===== config.mk =====
export PLATFORM = sky130hd
export DESIGN_NAME = bus16_arbiter
export DESIGN_NICKNAME = d
export VERILOG_FILES = /design/src/rtl/bus16_arbiter_pkg.sv /design/src/rtl/bus16_arbiter_mux16.sv /design/src/rtl/bus16_arbiter.sv
export SDC_FILE = /design/constraint.sdc
export NUM_CORES = 1
export LEC_CHECK = 0
export BUFFER_PORTS_ARGS = -buffer_cell sky130_fd_sc_hd__clkbuf_2
export CELL_PAD_IN_SITES_DETAIL_PLACEMENT = 0
export CELL_PAD_IN_SITES_GLOBAL_PLACEMENT = 2
export CORE_ASPECT_RATIO = 0.75
export CORE_MARGIN = 4
export CORE_UTILIZATION = 28
export DETAILED_ROUTE_END_ITERATION = 10
export GPL_TIMING_DRIVEN = 0
export PLACE_DENSITY = 0.93
export SLEW_MARGIN = 20
export SYNTH_ARGS = -nofsm -noshare
export SYNTH_HDL_FRONTEND = slang
export SYNTH_SLANG_ARGS = --single-unit

===== constraint.sdc =====
create_clock -name clock -period 3 [get_ports clock]
set_input_delay 0.3 -clock clock [delete_from_list [all_inputs] [get_ports clock]]
set_output_delay 0.3 -clock clock [all_outputs]
set_load 0.01 [all_outputs]

===== src/rtl/bus16_arbiter_pkg.sv =====
// Shared types and constants for the two-requester 16-bit burst arbiter.
package bus16_arbiter_pkg;

  localparam int unsigned DATA_W = 16;
  localparam int unsigned CNT_W  = 4;

  localparam logic SRC_A = 1'b0;
  localparam logic SRC_B = 1'b1;

  typedef enum logic [1:0] {
    IDLE    = 2'd0,
    GRANT_A = 2'd1,
    GRANT_B = 2'd2
  } state_t;

  // Beat held in the output register.
  typedef struct packed {
    logic [DATA_W-1:0] data;
    logic              src;
    logic              last;
  } beat_t;

endpackage


===== src/rtl/bus16_arbiter_mux16.sv =====
// 16-bit 2:1 data select between requester A (sel=0) and requester B (sel=1).
module bus16_arbiter_mux16
  import bus16_arbiter_pkg::*;
(
  input  logic [DATA_W-1:0] a,
  input  logic [DATA_W-1:0] b,
  input  logic              sel,
  output logic [DATA_W-1:0] y
);

  always_comb begin
    y = a;
    if (sel) y = b;
  end

endmodule


===== src/rtl/bus16_arbiter.sv =====
// Two-requester burst arbiter with alternating priority, per-grant beat limit
// and a single registered output stage.
module bus16_arbiter
  import bus16_arbiter_pkg::*;
#(
  parameter int unsigned MAX_BURST = 8
) (
  input  logic              clock,
  input  logic              reset_n,
  input  logic              a_valid,
  input  logic [DATA_W-1:0] a_data,
  input  logic              a_last,
  output logic              a_ready,
  input  logic              b_valid,
  input  logic [DATA_W-1:0] b_data,
  input  logic              b_last,
  output logic              b_ready,
  output logic              out_valid,
  output logic [DATA_W-1:0] out_data,
  output logic              out_src,
  output logic              out_last,
  input  logic              out_ready
);

  state_t            state, state_nxt;
  logic              prio, prio_nxt;
  logic [CNT_W-1:0]  count, count_nxt;
  logic [CNT_W-1:0]  count_inc;
  logic              grant_src;
  logic              beat_last;
  logic              can_load;
  logic              load;
  logic              release_beat;
  logic [DATA_W-1:0] mux_data;
  logic              out_valid_q;
  beat_t             out_q;

  assign can_load  = !out_valid_q || out_ready;
  assign count_inc = count + CNT_W'(1);

  bus16_arbiter_mux16 u_mux (
    .a   (a_data),
    .b   (b_data),
    .sel (grant_src),
    .y   (mux_data)
  );

  // Next-state, handshake and release decision.
  always_comb begin
    state_nxt    = state;
    prio_nxt     = prio;
    count_nxt    = count;
    a_ready      = 1'b0;
    b_ready      = 1'b0;
    grant_src    = SRC_A;
    beat_last    = 1'b0;
    load         = 1'b0;
    release_beat = 1'b0;

    case (state)
      IDLE: begin
        count_nxt = '0;
        if (a_valid && (prio == SRC_A || !b_valid)) state_nxt = GRANT_A;
        else if (b_valid)                           state_nxt = GRANT_B;
      end
      GRANT_A: begin
        grant_src = SRC_A;
        a_ready   = can_load;
        beat_last = a_last;
        load      = a_valid && can_load;
      end
      GRANT_B: begin
        grant_src = SRC_B;
        b_ready   = can_load;
        beat_last = b_last;
        load      = b_valid && can_load;
      end
      default: state_nxt = IDLE;
    endcase

    release_beat = load && (beat_last || count_inc == CNT_W'(MAX_BURST));

    if (load) count_nxt = count_inc;

    // Closing beat hands priority to the other side and forces an idle bubble.
    if (release_beat) begin
      state_nxt = IDLE;
      prio_nxt  = ~grant_src;
      count_nxt = '0;
    end
  end

  // State, priority, counter and output register.
  always_ff @(posedge clock) begin
    if (!reset_n) begin
      state       <= IDLE;
      prio        <= SRC_A;
      count       <= '0;
      out_valid_q <= 1'b0;
      out_q       <= '0;
    end else begin
      state <= state_nxt;
      prio  <= prio_nxt;
      count <= count_nxt;
      if (load) begin
        out_valid_q <= 1'b1;
        out_q       <= '{data: mux_data, src: grant_src, last: release_beat};
      end else if (out_ready) begin
        out_valid_q <= 1'b0;
      end
    end
  end

  assign out_valid = out_valid_q;
  assign out_data  = out_q.data;
  assign out_src   = out_q.src;
  assign out_last  = out_q.last;

endmodule


==> summary.md <==
| Metric | Value |
|---|---|
| Layout Nets | around 250 |
| Routed wire length | around 3.3 mm |
| Fill cells | roughly 480 |
| Critical-path cell list | inv_1, ha_1, inv_1, nor3_2, clkbuf_1, nand2_1, o211a_1 |
| Clk slew on worst S/H paths | 0.08 ns |
| Initial antenna violation count | 0 |
| Resized Gates After CTS | 0 |
| Leading cell type in the layout, fill and taps excluded | clkbuf_2 |
| CP required | around 3.2 ns |
| # Max-Cap Violations | 0 |
| Largest net degree at the start of global routing | 14 |
| Port-buffer cells | between 50 and 60 |
| Simple-Gate Fraction of Synth Area | 15.9% |
| Commonest non-fill, non-tap cells in the layout | 59 x clkbuf_2, 26 x dfxtp_1, 20 x nand2_1, 18 x mux2i_1, 17 x o211a_1 |
| Hold Path Cell Cnt | 3 |
| DRC Markers | 0 |
| Hpwl dp | between 2 and 3 mm |
| Capturing point of the worst reg2reg path | out_data[4] |
| Die area | roughly 5900 µm² |
| Setup-failing EPs final | 0 |
| Reg2reg setup slack | about 0.84 ns |
| RSZ-0062 raised after global routing | false |
| Setup TNS | 0 ns |
| Total gr overflow | 0 |
| Final period util | ~72% |
| Vias in the first global route | about 1,000 |
| Cts hold-fix bufs | 0 |
| Distinct cell type count after synthesis | 31 |
| Leak | about 0.91 nW |
| Vert. Die Dim | between 60 and 70 µm |
| Pwr/cell area | between 400 and 500 nW/µm² |
| DRT iter0 DRCs | 44 |
| Top achievable clock speed | approximately 0.46 GHz |
| Dpl cell area | 1680 µm² |
| Clk root buf | clkbuf_8 |
| Final count of pins violating max slew | 0 |
| GRT Overall Usage | a little over a tenth |
| Post-synthesis compound-gate area fraction | between 20% and 30% |
| Sequential share of the synthesized area | about two fifths |
| Syn Nets | around 180 |
| Synth-to-Final Area Change | 31.0% |
| Post-Synth XOR/XNOR Area | 0% |
| Clock latency on the worst-skew pair | around 0.26 ns |
| Startpoint types | register |
| Vias | 1,188 |
| Min-delay worst type | primary input to register |
| Largest delay share family, worst path | simple AND/OR/NAND/NOR gates |
| Cell mode on critical path | inv_1 |
| Final min period | 2.16 ns |
| Hold Crit Start | b_valid |
| Reg-to-reg startpoint | state[0] |
| Mean post-synth cell area | 9.48 µm² |
| Ratio of cells with drive above 1 in the final layout | between 30% and 40% |
| Chip width | a little under 90 µm |
| Worst Setup End Kind | register |
| Synth Area in Adders | under 10% |
| Gate Count Post-Synth | between 100 and 150 |
| CTS tree | yes |
| Core footprint | about 4500 µm² |
| Worst setup path class | register to register |
| Max VDD drop | 0.233 mV |
| Boundary Pins | 60 |
| GP Congestion | just under 0.8 |
| Fin. Hold Viols | 0 |
| Final Skew | about 0.0047 ns |
| Row cnt | 21 |
| Synth Register Bits | 26 |
| Crit path launch | state[0] |
| Outcome | finished, final reports clean |
| Hold EP | state[1] |
| Arr. time, crit path | between 2 and 2.5 ns |
| Worst R2R Path Depth | 7 |
| Pre-Repair DR Iteration Count | 4 |
| Routed vias/inst | approximately 4.6 |
| Post-route cell area | around 1700 µm² |
| Mapped Area | around 1300 µm² |
| WL per Instance | roughly 13 µm |
| Worst-margin pin slew | between 0.5 and 0.6 ns |
| Largest family of logic cells by synthesized area | compound AO/OA/AOI/OAI gates |
| Buffer and inverter count on the worst path | 3 |
| Post-CTS setup buffer count | 0 |
| CTS H-Tree Depth | 1 |
| Multiplexer share of the synthesized area | between 10% and 20% |
| Critical path's largest stage delay | 0.52 ns |
| First-pass GRT wire length | 4.93 mm |
| Synthesis Warnings | 0 |
| Initial Utilization | 29.3% |
| Critical-path maximum fanout | 10 |
| Max clock buf depth | 2 |
| Clk sinks | 26 |
| Number of buffers created by CTS | 3 |
| ANT nets after route | 0 |
| N_diodes | 0 |
| Slowest CP cell | nor3_2 |
| Relative slew slack | about three fifths |
## routing by layer
| layer | up-vias | track usage [%] | wire length (µm) |
|---|---|---|---|
| met5 | - | 0 | 0 |
| met4 | 0 | 1.15 | 11 |
| met3 | 2 | 4.88 | 358 |
| met2 | 46 | 16.4 | 1340 |
| met1 | 512 | 14.5 | 1550 |
| li1 | 628 | - | - |
## worst max path at each step
stage	end	slack (ns)	cells past startpoint
floorplan	count[3]	1.19	7
global route	count[1]	0.54	7
CTS	out_data[4]	0.75	7
detailed placement	out_data[4]	0.75	7
global placement	out_data[4]	0.77	7
finish	out_data[4]	0.84	7
## Yosys cell counts, drive strengths merged
cell type / count / area [µm²]
dfxtp: 26 / 521
o31a: 1 / 8.76
nor2: 4 / 15.0
nor4: 1 / 6.26
and3b: 1 / 8.76
o31ai: 1 / 21.3
nor2b: 1 / 6.26
a21o: 1 / 7.51
nand4: 1 / 6.26
nand3: 4 / 20.0
nand2b: 2 / 12.5
nor3: 3 / 20.0
ha: 4 / 50.1
o211ai: 1 / 7.51
buf: 3 / 15.0
a22o: 1 / 8.76
clkbuf: 5 / 18.8
nand2: 20 / 75.1
o21ai: 3 / 15.0
a21oi: 5 / 25.0
or3: 2 / 12.5
o21a: 1 / 7.51
a21boi: 3 / 22.5
and2: 3 / 18.8
mux2i: 18 / 180
a32oi: 1 / 8.76
nand3b: 1 / 7.51
o211a: 17 / 170
a31oi: 1 / 6.26
inv: 4 / 15.0
## cell families after synthesis
family          count (synthesis)
simple gates                   43
compound gates                 36
flops                          26
mux                            18
buf+inv                        12
fa+ha+maj                       4
## area by class of cell
cell class	count	area, µm²	area share (%)
Inverter	4	15.0	0.870
Tap cell	57	71.3	4.13
Multi-Input combinational cell	101	748	43.4
Buffer	8	33.8	1.96
Timing Repair Buffer	59	295	17.1
Clock buffer	3	41.3	2.39
Sequential cell	26	520	30.2
## where the power goes
part	total, mW	leakage, nW	internal (mW)	switching (mW)
clock	0.187	0.0216	0.0897	0.0973
sequential	0.409	0.212	0.386	0.0235
combinational	0.264	0.680	0.118	0.146
## metrics by stage
step	utilization [%]	total power [mW]	hold WS [ns]	setup WS (ns)	std cells
after floorplan	-	0.582	0.446	1.19	139
after global placement	37.5	0.685	0.458	0.772	255
after detailed placement	37.5	0.688	0.462	0.754	255
after CTS	38.4	0.878	0.318	0.748	258
after global routing	38.4	0.926	0.314	0.536	258
final	38.4	0.860	0.320	0.836	258
## sequential cells by signal, indices dropped and copies added, names as in the netlist
| signal | flops |
|---|---|
| out_data | 16 |
| count | 4 |
| state | 2 |
| out_last | 1 |
| out_src | 1 |
| out_valid | 1 |
| prio | 1 |
## worst min-delay path, cell delays in order
cell and delay [ns]:
clkbuf_2 0.12, nand3_1 0.07, a21oi_1 0.05
(Power assumes the default switching activity.)
